===== config.mk =====
export PLATFORM = sky130hd
export DESIGN_NAME = fetch_stage
export DESIGN_NICKNAME = d
export VERILOG_FILES = /design/src/rtl/riscv_pkg.sv /design/src/rtl/fetch_stage.sv
export SDC_FILE = /design/constraint.sdc
export NUM_CORES = 1
export LEC_CHECK = 0
export CAP_MARGIN = 20
export CORE_MARGIN = 3
export CORE_UTILIZATION = 51
export CTS_CLUSTER_SIZE = 40
export DETAILED_ROUTE_END_ITERATION = 6
export PLACE_DENSITY = 0.8
export SLEW_MARGIN = 20
export SYNTH_ARGS = -nofsm -noshare
export SYNTH_HDL_FRONTEND = slang
export SYNTH_SLANG_ARGS = --single-unit

===== constraint.sdc =====
create_clock -name clk -period 4.65 [get_ports clk]
set_input_delay 0.465 -clock clk [delete_from_list [all_inputs] [get_ports clk]]
set_output_delay 0.465 -clock clk [all_outputs]
set_load 0.05 [all_outputs]

===== src/rtl/riscv_pkg.sv =====
// Shared definitions for the instruction-fetch front end.
package riscv_pkg;

    localparam logic [31:0] NOP_INSTR        = 32'h0000_0013;
    localparam logic [31:0] DEFAULT_RESET_PC = 32'h0000_0000;

    typedef enum logic [1:0] {
        ISSUE = 2'd0,
        WAIT  = 2'd1,
        HOLD  = 2'd2,
        DROP  = 2'd3
    } fetch_state_t;

    // Sequential next-PC; wraps modulo 2^32 by construction.
    function automatic logic [31:0] pc_plus4(input logic [31:0] pc);
        return pc + 32'd4;
    endfunction

endpackage


===== src/rtl/fetch_stage.sv =====
// Instruction fetch stage: issues one memory request at a time, parks a
// response that arrives while decode is stalled, and kills responses made
// stale by an execute-stage redirect. Output is the IF/ID pipeline register.
module fetch_stage
    import riscv_pkg::*;
#(
    parameter logic [31:0] RESET_PC = DEFAULT_RESET_PC
) (
    input  logic        clk,
    input  logic        srst,
    input  logic        stall_f,
    input  logic        stall_d,
    input  logic        flush_d,
    input  logic        pc_src_e,
    input  logic [31:0] pc_target_e,
    output logic        imem_req,
    output logic [31:0] imem_addr,
    input  logic        imem_rvalid,
    input  logic [31:0] imem_rdata,
    output logic [31:0] instr_d,
    output logic [31:0] pc_d,
    output logic [31:0] pc_plus4_d,
    output logic        valid_d
);

    fetch_state_t state_q, state_d;
    logic [31:0]  pc_f_q, pc_f_d;
    logic [31:0]  hold_instr_q, hold_instr_d;
    logic [31:0]  hold_pc_q, hold_pc_d;
    logic [31:0]  ifid_instr_q, ifid_instr_d;
    logic [31:0]  ifid_pc_q, ifid_pc_d;
    logic [31:0]  ifid_pc4_q, ifid_pc4_d;
    logic         ifid_valid_q, ifid_valid_d;

    logic         req;
    logic         deliver;
    logic [31:0]  dlv_instr;
    logic [31:0]  dlv_pc;

    // Next-state, PC and hold-buffer logic; decides whether a word reaches decode.
    always_comb begin
        state_d      = state_q;
        pc_f_d       = pc_f_q;
        hold_instr_d = hold_instr_q;
        hold_pc_d    = hold_pc_q;
        req          = 1'b0;
        deliver      = 1'b0;
        dlv_instr    = hold_instr_q;
        dlv_pc       = hold_pc_q;

        unique case (state_q)
            ISSUE: begin
                if (pc_src_e) begin
                    pc_f_d = pc_target_e;
                end else if (!stall_f) begin
                    req     = 1'b1;
                    state_d = WAIT;
                end
            end
            WAIT: begin
                if (imem_rvalid) begin
                    if (pc_src_e) begin
                        // Response belongs to the wrong path: drop it on the floor.
                        pc_f_d  = pc_target_e;
                        state_d = ISSUE;
                    end else if (stall_d) begin
                        hold_instr_d = imem_rdata;
                        hold_pc_d    = pc_f_q;
                        state_d      = HOLD;
                    end else begin
                        deliver   = 1'b1;
                        dlv_instr = imem_rdata;
                        dlv_pc    = pc_f_q;
                        pc_f_d    = pc_plus4(pc_f_q);
                        state_d   = ISSUE;
                    end
                end else if (pc_src_e) begin
                    // Request still in flight; its response must be swallowed.
                    pc_f_d  = pc_target_e;
                    state_d = DROP;
                end
            end
            HOLD: begin
                if (pc_src_e) begin
                    pc_f_d  = pc_target_e;
                    state_d = ISSUE;
                end else if (!stall_d) begin
                    deliver = 1'b1;
                    pc_f_d  = pc_plus4(pc_f_q);
                    state_d = ISSUE;
                end
            end
            DROP: begin
                if (pc_src_e) begin
                    pc_f_d = pc_target_e;
                end
                // No request remains outstanding once the stale response lands.
                if (imem_rvalid) begin
                    state_d = ISSUE;
                end
            end
            default: state_d = ISSUE;
        endcase
    end

    // IF/ID register next value: flush beats stall beats delivery beats bubble.
    always_comb begin
        ifid_instr_d = NOP_INSTR;
        ifid_pc_d    = 32'd0;
        ifid_pc4_d   = 32'd0;
        ifid_valid_d = 1'b0;
        if (flush_d) begin
            ifid_instr_d = NOP_INSTR;
        end else if (stall_d) begin
            ifid_instr_d = ifid_instr_q;
            ifid_pc_d    = ifid_pc_q;
            ifid_pc4_d   = ifid_pc4_q;
            ifid_valid_d = ifid_valid_q;
        end else if (deliver) begin
            ifid_instr_d = dlv_instr;
            ifid_pc_d    = dlv_pc;
            ifid_pc4_d   = pc_plus4(dlv_pc);
            ifid_valid_d = 1'b1;
        end
    end

    // State, PC, hold buffer and IF/ID registers with synchronous reset.
    always_ff @(posedge clk) begin
        if (srst) begin
            state_q      <= ISSUE;
            pc_f_q       <= RESET_PC;
            hold_instr_q <= 32'd0;
            hold_pc_q    <= 32'd0;
            ifid_instr_q <= NOP_INSTR;
            ifid_pc_q    <= 32'd0;
            ifid_pc4_q   <= 32'd0;
            ifid_valid_q <= 1'b0;
        end else begin
            state_q      <= state_d;
            pc_f_q       <= pc_f_d;
            hold_instr_q <= hold_instr_d;
            hold_pc_q    <= hold_pc_d;
            ifid_instr_q <= ifid_instr_d;
            ifid_pc_q    <= ifid_pc_d;
            ifid_pc4_q   <= ifid_pc4_d;
            ifid_valid_q <= ifid_valid_d;
        end
    end

    assign imem_req   = req & ~srst;
    assign imem_addr  = pc_f_q;
    assign instr_d    = ifid_instr_q;
    assign pc_d       = ifid_pc_q;
    assign pc_plus4_d = ifid_pc4_q;
    assign valid_d    = ifid_valid_q;

endmodule

**Word-level counts from Yosys, hierarchy flattened**

Cells that the tools add are included.
Widths: inputs -> output; s select.

- Bits of input ports: 71
- Flip-flop bits (word level): 195
- Output and inout port bits: 130

- Bitwise operators: 3
- Multiplexer cells: 33
- Add/sub/neg operators: 2
- Reductions and logical operators: 5
- Eq/ne operators: 8

Operators with widths:

| cell | number |
|---|---|
| $mux 32 | 14 |
| $pmux 32 s3 | 1 |
| $add 32x3->32 const B | 2 |
| $mux 2 | 9 |
| $pmux 2 s4 | 1 |
| $mux 1 | 7 |
| $ne 2x2->1 const B | 3 |
| $ne 3x3->1 const B | 2 |
| $reduce_and 5->1 | 1 |
| $eq 2x2->1 const B | 2 |
| $reduce_and 4->1 | 1 |
| $reduce_or 2->1 | 2 |
| $eq 2x1->1 const B | 1 |
| $logic_not 2->1 | 1 |
| $not 1->1 | 2 |
| $pmux 1 s2 | 1 |
| $and 1x1->1 | 1 |

**Longest topological paths before layout**

Gate-level depths: netlist of the first run.

- Word-level depth: 6
- Depth in mapped cells: 17
- Gate-level depth less buffers: 11

**Worst setup path after synthesis of the first run**

Ideal clock, no wire load.

- Path kind: register to register
- Start: reg state_q[1]
- End: reg ifid_pc4_q[18] (netlist: pc_plus4_d[18])
- Setup slack: 1201 ps
- Path buffers: 5
- Required time: 4533 ps
- Data arrival time: 3332 ps
- Stages on the path, launching flop included: 17
- Period minus slack after synthesis: 3449 ps
- Path through: dfxtp_1 > inv_1 > ha_1 > and4bb_1 > buf_6 > buf_4 > buf_2 > buf_2 > nand2_1 > nand2_1 > ha_1 > buf_1 > nand2_1 > nor4_4 > nor2_1 > or4_1 > a32o_1

- Longest elaborated chain between the ends: 4
- Elaborated cells on any way between the ends: 6
- Those cells by class: add/sub: 1; eq/ne: 2; mux: 3

RTL lines:

| item | line | RTL |
|---|---|---|
| start, declared | fetch_stage.sv:26 | `fetch_state_t state_q, state_d;` |
| start signal, assigned | fetch_stage.sv:139 | `state_q <= state_d;` |
| $eq 2x1->1 | fetch_stage.sv:51 | `unique case (state_q)` |
| $mux 32 | fetch_stage.sv:51 |  |
| $add 32x3->32 | riscv_pkg.sv:16 | `return pc + 32'd4;` |
| $mux 32 * | fetch_stage.sv:119 | `end else if (deliver) begin` |
| end signal, assigned | fetch_stage.sv:145 | `ifid_pc4_q <= ifid_pc4_d;` |
| end, declared | fetch_stage.sv:32 | `logic [31:0] ifid_pc4_q, ifid_pc4_d;` |

Mark *: on every way between the ends. The rest lies on a longest branch, timed or not.
A chain may end at the register's enable or synchronous reset.

**Worst setup path after layout of the first run**

Ends and elaborated chain as after synthesis.

==> results of run 1 <==
==> worst max-delay path, stage by stage, from the launching register on <==
cell      delay, ns
dfxtp_1        0.33
inv_1          0.14
ha_1           0.34
and4bb_2       0.31
mux2_2         0.18
ha_1           0.39
nand2_1        0.11
nor4_1         0.30
nor2_1         0.27
or4_1          0.52
a32o_1         0.27
==> power by group through the flow <==
stage               Clock, uW  Combinational [uW]  Sequential (uW)
global route             1550                1250             1960
floorplan                   0                 623             2080
finish                   1480                1170             1950
CTS                      1490                1150             1930
detailed placement          0                1150             1970
global placement            0                1140             1970
==> per-stage QoR <==
| step | hold WS [ns] | instance area [um^2] | setup slack (ns) |
|---|---|---|---|
| after detailed placement | 0.444 | 11400 | 0.997 |
| after floorplan | 0.433 | 9400 | 1.20 |
| final | 0.457 | 12000 | 1.38 |
| after CTS | 0.457 | 12000 | 1.44 |
| after global routing | 0.473 | 12000 | 1.12 |
| after global placement | 0.436 | 11400 | 1.12 |
==> flip-flops by register name, summed over array words and instances (netlist names) <==
register and flops:
pc_plus4_d 30, hold_instr_q 32, instr_d 32, imem_addr 32, hold_pc_q 32, state_q 2, valid_d 1, pc_d 32
==> synthesized netlist by cell type (all sizes together) (4+ instances only) <==
| master | number | area share (%) |
|---|---|---|
| o22ai | 6 | 0.40 |
| a211oi | 5 | 0.40 |
| mux2i | 53 | 5.6 |
| or2 | 5 | 0.33 |
| xnor2 | 9 | 0.84 |
| ha | 8 | 1.1 |
| or4 | 10 | 0.88 |
| a32o | 10 | 1.1 |
| nor4b | 4 | 0.53 |
| inv | 11 | 0.44 |
| clkbuf | 76 | 3.0 |
| nor3 | 23 | 1.2 |
| a31oi | 8 | 0.53 |
| o211ai | 6 | 0.48 |
| a22oi | 17 | 1.4 |
| o21ai | 33 | 1.8 |
| a221oi | 4 | 0.44 |
| nor4 | 13 | 1.3 |
| nand2 | 213 | 8.5 |
| nand3 | 28 | 1.5 |
| and2 | 5 | 0.33 |
| nand4 | 22 | 1.6 |
| nor2 | 146 | 5.8 |
| o31a | 5 | 0.47 |
| dfxtp | 193 | 41 |
| xor2 | 5 | 0.47 |
| o311ai | 6 | 0.56 |
| a21oi | 144 | 7.7 |
| buf | 24 | 1.5 |
| or3 | 8 | 0.53 |
| mux2 | 13 | 1.6 |
| o31ai | 9 | 0.72 |
| and3 | 11 | 0.73 |
==> path summary, 6_finish.rpt <==
check	end	slack, ns	cells after the start
setup / recovery	pc_plus4_d[18]$_SDFFE_PP0N_	1.38	10
setup reg to reg	pc_plus4_d[18]$_SDFFE_PP0N_	1.38	10
hold / removal	hold_instr_q[0]$_SDFFE_PP0P_	0.46	2
hold reg to reg	hold_instr_q[0]$_SDFFE_PP0P_	0.46	2
==> per-layer routing <==
metal / up-vias / part of all wire, % / wire (um) / GRT usage, %
li1: 4486 / - / - / -
met3: 78 / 7.0 / 2060 / 5.86
met2: 441 / 48 / 14200 / 48.1
met4: 0 / 3.2 / 954 / 10.6
met5: - / 0 / 0 / 0
met1: 4512 / 42 / 12300 / 36.5
==> area by class of cell <==
type	count	area share, %
multi-input cells	885	42.4
flip-flops and latches	193	32.2
repair buffers	217	17.7
clock buffers	20	3.81
well taps	229	2.39
clock inverters	12	1.09
inverters	13	0.407
==> cell families after synthesis <==
| logic type | count (synthesis) | synth area share, % |
|---|---|---|
| flip-flops | 193 | 41.1 |
| multiplexers | 66 | 7.20 |
| XOR/XNOR | 14 | 1.30 |
| buffers and inverters | 113 | 5.00 |
| AND/OR/NAND/NOR | 505 | 24.8 |
| AO/OA/AOI/OAI | 292 | 19.5 |
| adder cells (fa/ha/maj) | 8 | 1.06 |
==> results by group, run 1 <==
Clocking
  – CTS clk-pin slew, worst paths: 0.08 ns
  – Cts bufs inserted: 17
  – CTS resizes: 0
  – # hold bufs at CTS: 0
  – Clk sinks: a little under 200
  – CTS tree: done
  – CTS Buffer Depth: 2
  – Clock Latency Late Sink: around 0.44 ns
  – # H-tree levels: 4
  – Root buf cell: clkbuf_16
  – Post-CTS setup buffer count: 0

Power
  – Sequential share of power: 42.4%
  – Pwr Density: 383 nW/um^2
  – Logic gate share of total power: 25.4%
  – Clock share of power: 32.2%
  – Tot Pwr: 4590 uW
  – Lkg Pwr: 0.00407 uW
  – Cell Int Power: 2940 uW
  – Sw frac: 36.1%
  – Worst vdd ir: 0.276 mV
  – Sw power: roughly 1700 uW

Min path
  – Hold_sp: hold_instr_q[0]$_SDFFE_PP0P_
  – Hold Crit Class: flop to flop

STA
  – Max Clock Freq: 306 MHz
  – Final period utilization: a little over two thirds
  – Tmin final: 3.27 ns
  – RSZ-0062 raised after global routing: false
  – Worst rel slew slack: 34.6%
  – Max Slew Vio Count: 0
  – Worst-Margin Slew: 0.973 ns
  – Max Clock Skew: around 0.013 ns
  – Final Hold Viols: 0
  – Setup TNS: 0 ns
  – Setup-failing EPs final: 0

Cells and area
  – Final Core Density: 66.6%
  – # nets final: 1,406
  – ANT cells: 0
  – Fill cells: 1,564
  – Most frequent cells in the layout: nand2_1, clkdlybuf4s50_1, dfxtp_1
  – Commonest non-fill, non-tap cell in the layout: nand2_1
  – Share of post-route cells with drive strength above 1: 6.34%
  – Area occupied by multi-input gates: 5090 um^2
  – Sequential cell area: between 3000 and 4000 um^2
  – Non-filler instance count after layout: between 1,500 and 2,000
  – P&R area growth vs syn: 27.6%

Global route
  – Largest net degree at the start of global routing: 68
  – First-pass GRT wire length: roughly 47 mm
  – Initial antenna violation count: 0
  – Global Route Usage Sum: roughly 29%
  – Overflow after GRT: 0
  – Number of global-route vias before repair: 8,936

Synthesis
  – Count of cell types in the netlist: approximately 80
  – Syn Nets: 1,270
  – Post-synth EDFFs: 0
  – Share of the yosys chip area belonging to registers: 41.1%
  – Cells after Synth: 1,191
  – Yosys warnings: 0
  – Synthesized area per cell: between 7 and 8 um^2
  – Yosys reg bits: roughly 190
  – Post-synth top flop: dfxtp_1
  – Synthesized area: ~9400 um^2
  – Asr flop ratio synth: 0%

Route
  – DRT Wirelength: between 20 and 30 mm
  – First-pass DRT Iterations: 6
  – DRC violations left: 0
  – WL per Instance: 18.8 um
  – Routed Antenna Nets: 0
  – Via Count: 9,517
  – DRT iter0 DRCs: slightly above 900
  – Via/cell ratio: 6.07

Placement
  – Buffers on Ports: 200
  – Gpl congestion: 0.981
  – DP Wirelength: 20.8 mm
  – Placed cells: 1,537

Die
  – Die W: 142 um
  – Die area: roughly 20,000 um^2
  – Initial Utilization: 52.2%
  – Core Area: 18,000 um^2
  – Die Span Y: 142 um
  – # rows: 49
  – Num ports: ~200

Setup path
  – Crit path arrival time: around 3.6 ns
  – CP startpoint: state_q[1]$_SDFFE_PP0P_
  – CP endpoint kind: flop
  – Req. time, crit path: 4.98 ns
  – CP startpoint kind: flop
  – Critical Setup Path Class: flop to flop
  – Critical R2R Launch: state_q[1]$_SDFFE_PP0P_
  – Critical Path Fanout Max: 13

Outcome
  – Status: finished clean

Flow run
  – Max-cap violations: 0
No activity file was read; power rests on OpenSTA's default activity.
==> inputs of run 2 (changes only) <==
--- a/config.mk
+++ b/config.mk
@@ -7,10 +7,10 @@
 export LEC_CHECK = 0
 export CAP_MARGIN = 20
 export CORE_MARGIN = 3
-export CORE_UTILIZATION = 51
+export CORE_UTILIZATION = 46
 export CTS_CLUSTER_SIZE = 40
 export DETAILED_ROUTE_END_ITERATION = 6
-export PLACE_DENSITY = 0.8
+export PLACE_DENSITY = 0.76
 export SLEW_MARGIN = 20
 export SYNTH_ARGS = -nofsm -noshare
 export SYNTH_HDL_FRONTEND = slang
==> constraint.sdc (replaced) <==
create_clock -name clk -period 2.9 [get_ports clk]
set_input_delay 0.29 -clock clk [delete_from_list [all_inputs] [get_ports clk]]
set_output_delay 0.29 -clock clk [all_outputs]
set_load 0.05 [all_outputs]
==> run 2 against run 1 <==
Compared with the run above: fmax rose by 18%; flip-flop and latch count unchanged; worst setup slack got worse by 1.3 ns; first-iteration DRC count is 7.1% lower; die area up 10%; critical endpoint is now pc_plus4_d[27]$_SDFFE_PP0N_; highest routed layer unchanged.
==> results by group, run 2 (synthesis results as in run 1) <==
Cells and area
  – Share of post-route cells with drive strength above 1: between 10% and 20%
  – Fill cells: 1,713
  – Most frequent cells in the layout: nand2_1, clkdlybuf4s50_1, dfxtp_1
  – ANT cells: 0
  – Commonest non-fill, non-tap cell in the layout: nand2_1
  – P&R area growth vs syn: 33.1%
  – # nets final: about 1,500

Clocking
  – # H-tree levels: 4
  – Clock Latency Late Sink: roughly 0.45 ns
  – CTS clk-pin slew, worst paths: 0.08 ns
  – Clk sinks: 193
  – CTS tree: done
  – Cts bufs inserted: 17
  – Post-CTS setup buffer count: 0
  – CTS Buffer Depth: 2
  – Root buf cell: clkbuf_16

STA
  – Worst hold slack: 0.332 ns
  – Setup-failing EPs final: 0
  – Setup WS post-layout: 0.128 ns
  – Max Clock Freq: 361 MHz
  – Final period utilization: a little over nine tenths
  – Max Clock Skew: 0.0147 ns
  – Worst-Margin Slew: 0.772 ns
  – Final Hold Viols: 0
  – Setup TNS: 0 ns
  – Tmin final: 2.77 ns
  – RSZ-0062 raised after global routing: false
  – Worst rel slew slack: a little under half
  – Max Slew Vio Count: 0

Power
  – Sw frac: 37.4%
  – Sw power: about 2800 uW
  – Sequential share of power: 40.2%
  – Clock share of power: 31.8%
  – Worst vdd ir: 0.420 mV
  – Logic gate share of total power: between 20 and 30%
  – Pwr Density: 603 nW/um^2
  – Lkg Pwr: 0.00436 uW
  – Cell Int Power: approximately 4700 uW

Setup path
  – Req. time, crit path: approximately 3.3 ns
  – CP startpoint kind: flop
  – R2R depth: 8
  – CP endpoint kind: flop
  – R2r endpoint: pc_plus4_d[27]$_SDFFE_PP0N_
  – Critical path destination: pc_plus4_d[27]$_SDFFE_PP0N_
  – Crit path arrival time: 3.14 ns
  – R2R Setup Slk: 0.13 ns
  – Critical Path Fanout Max: 19
  – Critical Setup Path Class: flop to flop
  – CP startpoint: state_q[1]$_SDFFE_PP0P_
  – Critical R2R Launch: state_q[1]$_SDFFE_PP0P_

Die
  – Num ports: 201
  – # rows: 51
  – Initial Utilization: a little under half
  – Die Span Y: 149 um
  – Die W: 149 um
  – Die area: 22,200 um^2
  – Core Area: 19,800 um^2

Route
  – Via Count: between 9,000 and 10,000
  – WL per Instance: 18.7 um
  – DRC violations left: 0
  – Via/cell ratio: 5.82
  – First-pass DRT Iterations: 5
  – DRT Wirelength: 31.0 mm
  – DRT iter0 DRCs: 856
  – Routed Antenna Nets: 0

Global route
  – First-pass GRT wire length: just under 50 mm
  – Largest net degree at the start of global routing: 69
  – Overflow after GRT: 0
  – Global Route Usage Sum: 27.8%
  – Number of global-route vias before repair: 9,434
  – Initial antenna violation count: 0

Min path
  – Hold Crit Class: primary input to flop
  – WHS Path Cells: 2

Placement
  – Buffers on Ports: 200
  – DP Wirelength: between 20 and 25 mm
  – Gpl congestion: 0.933
  – Place WS: -0.0190 ns

Outcome
  – Status: finished clean

Flow run
  – Max-cap violations: 0
[run 2: cell types whose count changed in the layout (fill, tap and decap cells not counted), sizes merged]
cell      change
buf          +48
clkinv        +6
clkbuf        -3
clkinvlp      -2
bufinv        -1
[run 2: how the worst min path moves through the flow]
stage	start	to	slack, ns
2_1_floorplan	flush_d	instr_d[0]$_SDFFE_PP1N_	0.42
3_3_place_gp	pc_plus4_d[24]$_SDFFE_PP0N_	pc_plus4_d[24]$_SDFFE_PP0N_	0.43
3_5_place_dp	pc_plus4_d[25]$_SDFFE_PP0N_	pc_plus4_d[25]$_SDFFE_PP0N_	0.44
4_1_cts	srst	hold_instr_q[18]$_SDFFE_PP0P_	0.32
5_1_grt	srst	hold_instr_q[21]$_SDFFE_PP0P_	0.34
6_report	srst	hold_instr_q[15]$_SDFFE_PP0P_	0.33
[run 2: repair_timing]
item / CTS / global route
hold buffers: 0 / 0
gates resized for setup: 0 / 1
hold endpoints to repair: 0 / 0
setup endpoints to repair: 0 / 1
[run 2: layout make-up]
type                       count  area, um^2  area share, %
clock buffer                  17         425           3.40
clock inverter                15         186           1.49
inverter                      13        51.3          0.410
multi-input combinational    885        5120           40.9
sequential                   193        3870           30.9
tap                          265         332           2.65
timing repair buffer         265        2540           20.3
[run 2: worst max-delay path, stage by stage, from the launching register on]
cell and delay (ns):
dfxtp_2 0.34, inv_4 0.08, ha_4 0.18, and4bb_2 0.34
buf_4 0.32, buf_4 0.33, mux2i_1 0.70, nor4_1 0.15
o31ai_1 0.24
[run 2: layer usage]
| layer | up-vias | GRT usage [%] | wire length, um |
|---|---|---|---|
| met3 | 88 | 5.65 | 2170 |
| li1 | 4580 | - | - |
| met5 | - | 0 | 0 |
| met1 | 4542 | 34.9 | 12600 |
| met2 | 407 | 46.9 | 15000 |
| met4 | 0 | 11.4 | 1210 |
[run 2: power groups by stage]
stage / registers [uW] / logic, uW / clock network, uW
after floorplan: 3340 / 1020 / 0
after global placement: 3090 / 2050 / 0
after detailed placement: 3090 / 2080 / 0
after CTS: 3030 / 2090 / 2420
after global routing: 3060 / 2250 / 2530
final: 3040 / 2110 / 2400
[run 2: stage by stage]
stage	cell area, um^2	total power [uW]	util [%]	cells
floorplan	9470	4360	-	1191
global placement	11900	5140	60.2	1621
detailed placement	11900	5170	60.2	1621
CTS	12500	7540	63.3	1653
global route	12500	7840	63.3	1653
finish	12500	7550	63.3	1653
==> inputs of run 3 (changes only) <==
--- a/config.mk
+++ b/config.mk
@@ -8,6 +8,7 @@
 export CAP_MARGIN = 20
 export CORE_MARGIN = 3
 export CORE_UTILIZATION = 46
+export CTS_CLUSTER_DIAMETER = 60
 export CTS_CLUSTER_SIZE = 40
 export DETAILED_ROUTE_END_ITERATION = 6
 export PLACE_DENSITY = 0.76
==> results of run 3 <==
The final DEF is identical to that of run 2; final timing and power are the same.
